==> src/rtl/apb_pkg.sv <==
// apb_pkg: shared state encoding and response codes for the APB command master.
package apb_pkg;
    typedef enum logic [1:0] {
        IDLE   = 2'd0,
        SETUP  = 2'd1,
        ACCESS = 2'd2,
        RESP   = 2'd3
    } apb_state_t;
    localparam logic APB_OK  = 1'b0;
    localparam logic APB_ERR = 1'b1;
endpackage

==> src/rtl/apb_cmd_master_if.sv <==
// apb_cmd_master_if: command/response stream plus APB3 bus, with master (DUT) and slave (environment) views.
interface apb_cmd_master_if #(
    parameter int ADDR_W = 32,
    parameter int DATA_W = 32
);
    logic              cmd_valid, cmd_ready, cmd_write;
    logic [ADDR_W-1:0] cmd_addr;
    logic [DATA_W-1:0] cmd_wdata;
    logic              rsp_valid, rsp_ready, rsp_err, rsp_timeout;
    logic [DATA_W-1:0] rsp_rdata;
    logic [15:0]       xfer_cnt;
    logic              PSEL, PENABLE, PWRITE, PREADY, PSLVERR;
    logic [ADDR_W-1:0] PADDR;
    logic [DATA_W-1:0] PWDATA, PRDATA;
    modport master (
        input  cmd_valid, cmd_write, cmd_addr, cmd_wdata, rsp_ready, PRDATA, PREADY, PSLVERR,
        output cmd_ready, rsp_valid, rsp_rdata, rsp_err, rsp_timeout, xfer_cnt,
               PSEL, PENABLE, PWRITE, PADDR, PWDATA
    );
    modport slave (
        output cmd_valid, cmd_write, cmd_addr, cmd_wdata, rsp_ready, PRDATA, PREADY, PSLVERR,
        input  cmd_ready, rsp_valid, rsp_rdata, rsp_err, rsp_timeout, xfer_cnt,
               PSEL, PENABLE, PWRITE, PADDR, PWDATA
    );
endinterface

==> src/rtl/apb_timeout_cnt.sv <==
// apb_timeout_cnt: counts ACCESS wait cycles; expired flags the LIMIT-th consecutive wait cycle.
module apb_timeout_cnt #(
    parameter int LIMIT = 256
) (
    input  logic PCLK,
    input  logic PRESETn,
    input  logic clear,
    input  logic enable,
    output logic expired
);
    localparam int W = $clog2(LIMIT + 1);
    logic [W-1:0] cnt_q, cnt_d;
    always_comb cnt_d = clear ? '0 : enable ? cnt_q + W'(1) : cnt_q;
    always_ff @(posedge PCLK or negedge PRESETn)
        if (!PRESETn) cnt_q <= '0;
        else          cnt_q <= cnt_d;
    assign expired = enable && (cnt_q == W'(LIMIT - 1));
endmodule

==> src/rtl/apb_cmd_master.sv <==
// apb_cmd_master: valid/ready command stream to APB3 SETUP/ACCESS transfers, one outstanding.
// Optional APB_TIMEOUT_EN aborts ACCESS after TIMEOUT_CYCLES wait states.
module apb_cmd_master #(
    parameter int ADDR_W         = 32,
    parameter int DATA_W         = 32,
    parameter int TIMEOUT_CYCLES = 256
) (
    input logic             PCLK,
    input logic             PRESETn,
    apb_cmd_master_if.master bus
);
    import apb_pkg::*;
    apb_state_t        state_q, state_d;
    logic [ADDR_W-1:0] paddr_q, paddr_d;
    logic [DATA_W-1:0] pwdata_q, pwdata_d, rdata_q, rdata_d;
    logic              pwrite_q, pwrite_d, err_q, err_d, tmo_q, tmo_d;
    logic [15:0]       cnt_q, cnt_d;
    logic              expired;
`ifdef APB_TIMEOUT_EN
    apb_timeout_cnt #(.LIMIT(TIMEOUT_CYCLES)) u_tmo (
        .PCLK    (PCLK),
        .PRESETn (PRESETn),
        .clear   (state_q == SETUP),
        .enable  (state_q == ACCESS && !bus.PREADY),
        .expired (expired)
    );
`else
    logic unused_tmo;
    assign unused_tmo = TIMEOUT_CYCLES != 0;
    assign expired    = 1'b0;
`endif
    always_comb begin
        state_d  = state_q;
        paddr_d  = paddr_q;
        pwrite_d = pwrite_q;
        pwdata_d = pwdata_q;
        rdata_d  = rdata_q;
        err_d    = err_q;
        tmo_d    = tmo_q;
        cnt_d    = cnt_q;
        case (state_q)
            IDLE: if (bus.cmd_valid) begin
                state_d  = SETUP;
                paddr_d  = bus.cmd_addr;
                pwrite_d = bus.cmd_write;
                pwdata_d = bus.cmd_wdata;
            end
            SETUP: state_d = ACCESS;
            ACCESS: if (bus.PREADY) begin
                state_d = RESP;
                rdata_d = pwrite_q ? '0 : bus.PRDATA;
                err_d   = bus.PSLVERR;
                tmo_d   = 1'b0;
            end else if (expired) begin
                state_d = RESP;
                rdata_d = '0;
                err_d   = APB_ERR;
                tmo_d   = 1'b1;
            end
            RESP: if (bus.rsp_ready) begin
                state_d = IDLE;
                cnt_d   = cnt_q + 16'd1;
            end
            default: state_d = IDLE;
        endcase
    end
    always_ff @(posedge PCLK or negedge PRESETn)
        if (!PRESETn) begin
            state_q  <= IDLE;
            paddr_q  <= '0;
            pwrite_q <= 1'b0;
            pwdata_q <= '0;
            rdata_q  <= '0;
            err_q    <= APB_OK;
            tmo_q    <= 1'b0;
            cnt_q    <= '0;
        end else begin
            state_q  <= state_d;
            paddr_q  <= paddr_d;
            pwrite_q <= pwrite_d;
            pwdata_q <= pwdata_d;
            rdata_q  <= rdata_d;
            err_q    <= err_d;
            tmo_q    <= tmo_d;
            cnt_q    <= cnt_d;
        end
    assign bus.cmd_ready   = state_q == IDLE;
    assign bus.PSEL        = state_q == SETUP || state_q == ACCESS;
    assign bus.PENABLE     = state_q == ACCESS;
    assign bus.PADDR       = paddr_q;
    assign bus.PWRITE      = pwrite_q;
    assign bus.PWDATA      = pwdata_q;
    assign bus.rsp_valid   = state_q == RESP;
    assign bus.rsp_rdata   = rdata_q;
    assign bus.rsp_err     = err_q;
    assign bus.rsp_timeout = tmo_q;
    assign bus.xfer_cnt    = cnt_q;
endmodule
==> src/flat_wrapper.sv <==
// flat-port wrapper written by rule: the top's interface ports become plain ports
module apb_cmd_master_flat import apb_pkg::*;
#(
    parameter int ADDR_W         = 32,
    parameter int DATA_W         = 32,
    parameter int TIMEOUT_CYCLES = 256
)
  (PCLK, PRESETn, bus_cmd_valid, bus_cmd_write, bus_cmd_addr, bus_cmd_wdata, bus_rsp_ready, bus_PRDATA, bus_PREADY, bus_PSLVERR, bus_cmd_ready, bus_rsp_valid, bus_rsp_rdata, bus_rsp_err, bus_rsp_timeout, bus_xfer_cnt, bus_PSEL, bus_PENABLE, bus_PWRITE, bus_PADDR, bus_PWDATA);
  apb_cmd_master_if #(.ADDR_W(ADDR_W), .DATA_W(DATA_W)) bus_i ();
  input logic PCLK;
  input logic PRESETn;
  input wire logic [$bits(bus_i.cmd_valid)-1:0] bus_cmd_valid;
  input wire logic [$bits(bus_i.cmd_write)-1:0] bus_cmd_write;
  input wire logic [$bits(bus_i.cmd_addr)-1:0] bus_cmd_addr;
  input wire logic [$bits(bus_i.cmd_wdata)-1:0] bus_cmd_wdata;
  input wire logic [$bits(bus_i.rsp_ready)-1:0] bus_rsp_ready;
  input wire logic [$bits(bus_i.PRDATA)-1:0] bus_PRDATA;
  input wire logic [$bits(bus_i.PREADY)-1:0] bus_PREADY;
  input wire logic [$bits(bus_i.PSLVERR)-1:0] bus_PSLVERR;
  output wire logic [$bits(bus_i.cmd_ready)-1:0] bus_cmd_ready;
  output wire logic [$bits(bus_i.rsp_valid)-1:0] bus_rsp_valid;
  output wire logic [$bits(bus_i.rsp_rdata)-1:0] bus_rsp_rdata;
  output wire logic [$bits(bus_i.rsp_err)-1:0] bus_rsp_err;
  output wire logic [$bits(bus_i.rsp_timeout)-1:0] bus_rsp_timeout;
  output wire logic [$bits(bus_i.xfer_cnt)-1:0] bus_xfer_cnt;
  output wire logic [$bits(bus_i.PSEL)-1:0] bus_PSEL;
  output wire logic [$bits(bus_i.PENABLE)-1:0] bus_PENABLE;
  output wire logic [$bits(bus_i.PWRITE)-1:0] bus_PWRITE;
  output wire logic [$bits(bus_i.PADDR)-1:0] bus_PADDR;
  output wire logic [$bits(bus_i.PWDATA)-1:0] bus_PWDATA;
  assign bus_i.cmd_valid = bus_cmd_valid;
  assign bus_i.cmd_write = bus_cmd_write;
  assign bus_i.cmd_addr = bus_cmd_addr;
  assign bus_i.cmd_wdata = bus_cmd_wdata;
  assign bus_i.rsp_ready = bus_rsp_ready;
  assign bus_i.PRDATA = bus_PRDATA;
  assign bus_i.PREADY = bus_PREADY;
  assign bus_i.PSLVERR = bus_PSLVERR;
  assign bus_cmd_ready = bus_i.cmd_ready;
  assign bus_rsp_valid = bus_i.rsp_valid;
  assign bus_rsp_rdata = bus_i.rsp_rdata;
  assign bus_rsp_err = bus_i.rsp_err;
  assign bus_rsp_timeout = bus_i.rsp_timeout;
  assign bus_xfer_cnt = bus_i.xfer_cnt;
  assign bus_PSEL = bus_i.PSEL;
  assign bus_PENABLE = bus_i.PENABLE;
  assign bus_PWRITE = bus_i.PWRITE;
  assign bus_PADDR = bus_i.PADDR;
  assign bus_PWDATA = bus_i.PWDATA;
  apb_cmd_master #(.ADDR_W(ADDR_W), .DATA_W(DATA_W), .TIMEOUT_CYCLES(TIMEOUT_CYCLES)) u_core (.PCLK(PCLK), .PRESETn(PRESETn), .bus(bus_i));
endmodule
==> config.mk <==
export PLATFORM = sky130hd
export DESIGN_NAME = apb_cmd_master_flat
export DESIGN_NICKNAME = d
export VERILOG_FILES = /design/src/rtl/apb_pkg.sv /design/src/rtl/apb_cmd_master_if.sv /design/src/rtl/apb_timeout_cnt.sv /design/src/rtl/apb_cmd_master.sv /design/src/flat_wrapper.sv
export SDC_FILE = /design/constraint.sdc
export NUM_CORES = 1
export LEC_CHECK = 0
export ABC_AREA = 1
export CAP_MARGIN = 5
export CELL_PAD_IN_SITES_DETAIL_PLACEMENT = 1
export CELL_PAD_IN_SITES_GLOBAL_PLACEMENT = 1
export CORE_ASPECT_RATIO = 1.75
export CORE_MARGIN = 4
export CORE_UTILIZATION = 34
export CTS_CLUSTER_DIAMETER = 50
export CTS_CLUSTER_SIZE = 30
export DETAILED_ROUTE_END_ITERATION = 10
export HOLD_SLACK_MARGIN = 0.12
export PLACE_DENSITY = 0.94
export SETUP_SLACK_MARGIN = 0.02
export SYNTH_ARGS = -nofsm -noshare
export SYNTH_HDL_FRONTEND = slang
export SYNTH_SLANG_ARGS = --single-unit
==> constraint.sdc <==
create_clock -name PCLK -period 2.4 [get_ports PCLK]
set_input_delay 0.48 -clock PCLK [delete_from_list [all_inputs] [get_ports PCLK]]
set_output_delay 0.48 -clock PCLK [all_outputs]
set_load 0.01 [all_outputs]
# After elaboration in Yosys (flattened, before gate mapping)
# Index checks and enable logic that the tools add are counted.
dict set report word_totals {
  regBits 116
  in_bits 103
  n_memories 0
  latchBits 0
  elab_cells 25
  ram_bits 0
  romBits 0
  output_inout_bits 119
}
dict set report op_classes {
  n_reduce_logical 6
  div_mod_pow 0
  muxes 5
  n_eq_ne 6
  n_shift 0
  order_cmp 0
  bitwise 0
  n_mul 0
  addsub 1
}
# cell n
set ops {}
lappend ops {{$mux 32} 1}
lappend ops {{$add 16x1->16 const B} 1}
lappend ops {{$pmux 2 s4} 1}
lappend ops {{$mux 2} 3}
lappend ops {{$ne 2x2->1 const B} 3}
lappend ops {{$reduce_and 2->1} 3}
lappend ops {{$eq 2x2->1 const B} 2}
lappend ops {{$reduce_and 3->1} 1}
lappend ops {{$eq 2x1->1 const B} 1}
lappend ops {{$logic_not 2->1} 1}
lappend ops {{$logic_or 1x1->1} 1}

# Logic depth before layout (Yosys ltp)
dict set report logic_depth {
  word_depth 3
  ltp_mapped 8
  mapped_depth_nobuf 8
}

# Least setup slack after synthesis
# No wires, ideal clock.
dict set report synth_path {
  path_type {flip-flop to flip-flop}
  start {register u_core.state_q[0]}
  end {register u_core.paddr_q[0], in the netlist u_core.bus.PADDR[0]}
  path_stages_with_launch 7
  n_path_buf 2
  slack_ns 0.893
  required_ns 2.275
  arrival_time_ns 1.382
  setup_ns 0.125
  synth_period_minus_slack_ns 1.507
  cell_sequence {dfrtp_1 -> inv_1 -> ha_1 -> nand2_1 -> buf_6 -> buf_6 -> mux2_4}
}
dict set report synth_between {
  elab_chain_cells 2
}
# item line
set synth_lines {}
lappend synth_lines {{start, declared} apb_cmd_master.sv:13} ;# apb_state_t state_q, state_d;
lappend synth_lines {{start signal, assigned} apb_cmd_master.sv:78} ;# state_q <= state_d;
lappend synth_lines {{$logic_not 2->1} -}
lappend synth_lines {{net bus_cmd_ready} flat_wrapper.sv:20} ;# output wire logic [$bits(bus_i.cmd_ready)-1:0] bus_cmd_ready;
lappend synth_lines {{$reduce_and 2->1 (no source line)} -}
lappend synth_lines {{end signal, assigned} apb_cmd_master.sv:79} ;# paddr_q <= paddr_d;
lappend synth_lines {{end, declared} apb_cmd_master.sv:14} ;# logic [ADDR_W-1:0] paddr_q, paddr_d;
# The timed path passes the listed nets, and every way through them passes these cells.
# A chain may end at the register's enable or synchronous reset.

# Final worst setup path
dict set report layout_path {
  start {register u_core.state_q[0]}
  end {output port bus_PENABLE}
}
dict set report layout_between {
  elab_chain_cells 1
}
# item line
set layout_lines {}
lappend layout_lines {{$eq 2x2->1} apb_cmd_master.sv:89} ;# assign bus.PENABLE = state_q == ACCESS;
lappend layout_lines {{end, declared} flat_wrapper.sv:27} ;# output wire logic [$bits(bus_i.PENABLE)-1:0] bus_PENABLE;
# Every way passes these cells.

==> summary.txt <==
Route
  – WL final: 15.7 mm
  – Initial DRC Count: 152
  – Iteration count of the initial detailed-routing pass: 4
  – DR WL/cell: 19.4 microns
  – Post-route ant nets: 0
  – Vias post-DR: 3797
  – Post-DR vias/cell: 4.68
  – # DRC: 0

Timing
  – Final setup violation count: 0
  – Crit share post-route: 93.8%
  – Max Slew Vio Count: 0
  – Fmax: 444 MHz
  – Hold WS: 0.487 ns
  – Final Skew: 0.0130 ns
  – Fin worst setup slack: 0.149 ns
  – Hold Vio Cnt, Final: 0
  – RSZ-0062 raised after global routing: false
  – Setup_tns: 0 ns
  – Final min period: 2.25 ns

Floorplanning
  – Die W: 98.3 microns
  – Initial core utilization: 34.7%
  – Core area: 14000 sq um
  – Die H: 166 microns
  – Rows: 57
  – I/O pin count: 222
  – Full die area: 16300 sq um

Logic synthesis
  – Synth area leader: dfrtp_1
  – Post-Syn Area: 4850 sq um
  – Post-Syn Instances: 395
  – Flops & latches, synth: 116
  – Asr flop ratio synth: 100%
  – Syn_nets: 503
  – Syn_area_per_cell: 12.3 sq um
  – Most common cell in the netlist: dfrtp_1
  – Share of the synthesized area in the top cell type: 59.8%
  – Commonest cells post-synth: 116 x dfrtp_1, 93 x nand2_1, 38 x mux2_4
  – YS warnings: 0
  – Post-synth EDFFs: 0
  – Sequential share of the synthesized area: 59.8%
  – Distinct cells, synth: 29
  – Post-synth top flop: dfrtp_1
  – Synth top area cells: dfrtp_1 60%, mux2_4 12%, nand2_1 7.2%

Clock network
  – H-Tree Depth: 4
  – CTS Buf Count: 17
  – CTS tree: yes
  – Clk slew on worst S/H paths: 0.05 ns
  – Maximum root-to-sink buffer count: 2
  – Worst-skew pair later-pin latency: 0.40 ns
  – Post-CTS setup repair buffer count: 0
  – Clock sinks: 116
  – Root buffer cell: clkbuf_16
  – Post-cts sizing count: 0

Cells and area
  – ANT cells: 0
  – Fin area: 7830 sq um
  – P&R area growth vs syn: 61.3%
  – FILL cells: 1455
  – Fin nets: 730
  – Fraction of final layout cells sized beyond drive strength 1: 17.6%

Placement
  – PortBufs: 220
  – Placed Area: 7240 sq um
  – Dpl hpwl: 11.9 mm
  – Place WS: 0.381 ns
  – Gpl congestion: 0.805

Outcome
  – Status: completed

Pwr
  – VDD IR-drop max: 0.774 mV
  – PwrDens: 1290 nW/um^2
  – Static leakage: 3.49 nW

Run
  – Max_cap viols: 0

Setup path
  – CP endpoint kind: output pin
  – Worst path bufs/invs: 2
  – Worst setup path class: reg -> out
  – RR Startpoint: u_core.state_q[0]
  – Critical path arrival: 1.77 ns
  – CP required: 1.92 ns
  – Worst setup SP type: flip-flop
  – Cells on worst reg2reg path: 5
  – CP peak stage delay: 0.58 ns
  – RR Endpoint: u_core.bus.rsp_rdata[1]
  – CP Max Fanout: 4
  – Highest-delay cell along the critical path: clkdlybuf4s50_1
  – Slack of the worst reg-to-reg path: 0.60 ns
  – Delay-heaviest family, CP: buffers and inverters
  – CP Cell Sequence: inv_1, ha_1, clkdlybuf4s50_1

Global routing
  – Gr ovfl total: 0
  – Gr usage total: 19.8%
  – Vias in the first global route: 4482
  – Largest net degree at the start of global routing: 67
  – Initial antenna violation count: 0
  – Global-route wire length before repair: 25.2 mm

Hold path
  – Beginning of the worst hold path: u_core.bus.rsp_rdata[6]
  – Min-Delay Endpoint: u_core.bus.rsp_rdata[6]
  – WHS Path Cells: 2
  – Hold Path Class: reg -> reg
==> power by group <==
| part | leakage, nW | internal (mW) | switching (mW) |
|---|---|---|---|
| logic | 1.78 | 2.54 | 1.75 |
| registers | 1.43 | 2.80 | 0.547 |
| clock network | 0.277 | 1.49 | 0.941 |
==> registers in the layout, summed over array words and instances, names as in the netlist <==
register	cells
u_core.bus.PADDR	32
u_core.bus.PWDATA	32
u_core.bus.PWRITE	1
u_core.bus.rsp_err	1
u_core.bus.rsp_rdata	32
u_core.bus.xfer_cnt	16
u_core.state_q	2
==> worst max-delay path by stage <==
stage,from,cells past startpoint,slack (ns),to
finish,u_core.state_q[0],3,0.15,bus_PENABLE
global placement,bus_cmd_valid,4,0.46,u_core.bus.PADDR[27]
global route,u_core.state_q[0],3,0.03,bus_PENABLE
detailed placement,bus_PREADY,4,0.38,u_core.bus.rsp_rdata[1]
CTS,u_core.state_q[0],3,0.09,bus_PENABLE
floorplan,u_core.state_q[0],6,0.89,u_core.bus.PADDR[0]
==> cells in the final DEF (no fill, tap or decap), types with 2 or more instances in the layout <==
cell,netlist,final
a21oi_1,2,2
buf_12,0,3
buf_4,1,3
clkbuf_16,0,17
clkbuf_8,0,2
clkdlybuf4s50_1,0,219
clkinv_2,0,2
clkinv_4,0,3
clkinvlp_4,0,3
dfrtp_1,116,116
ha_1,5,5
inv_1,18,18
inv_6,0,4
mux2_2,27,27
mux2_4,38,38
nand2_1,93,91
nand2_2,2,3
nand3_1,7,7
nand4_1,5,5
nor2_1,10,10
nor2_4,2,2
o21ai_0,33,33
xnor2_1,7,7
xor2_1,3,3
==> through the flow <==
step | util, % | instances | total power, mW
finish | 56.0 | 812 | 10.1
CTS | 56.0 | 812 | 10.2
global placement | 51.8 | 779 | 7.41
detailed placement | 51.8 | 779 | 7.69
global route | 56.0 | 812 | 10.7
floorplan | - | 395 | 5.20
==> cell type report <==
class,instances,area [sq um],share of cell area (%)
multi-input cells,243,1780,22.7
well taps,177,221,2.83
repair buffers,226,2280,29.2
clock buffers,19,453,5.78
clock inverters,13,124,1.58
flip-flops and latches,116,2900,37.1
inverters,18,67.6,0.863
==> cells by family after synthesis <==
| group | share of synthesized area, % |
|---|---|
| AOI/OAI and AO/OA | 3.92 |
| xor gates and xnor gates | 1.80 |
| and+or+nand+nor | 11.3 |
| DFF | 59.8 |
| muxes | 18.0 |
| buffers and inverters | 3.81 |
| other | 0.0772 |
| adders and majority gates | 1.29 |
==> metal layers <==
| layer | up-vias | track usage [%] | wire [microns] |
|---|---|---|---|
| li1 | 1749 | - | - |
| met1 | 1877 | 20.3 | 5420 |
| met2 | 151 | 37.5 | 9010 |
| met3 | 20 | 6.01 | 943 |
| met4 | 0 | 6.36 | 359 |
| met5 | - | 0 | 0 |
==> tightest hold or removal path, delay by kind of cell, from the launching register on <==
kind,cells,cell delay (ns)
AND/OR/NAND/NOR,1,0.05
flip-flops,1,0.34
AO/OA/AOI/OAI,1,0.06
==> repair_timing <==
item | CTS | global route
hold buffers | 1 | 0
hold endpoints to repair | 51 | 0
endpoints found under the setup margin | 0 | 0
No activity file was read; power rests on OpenSTA's default activity.
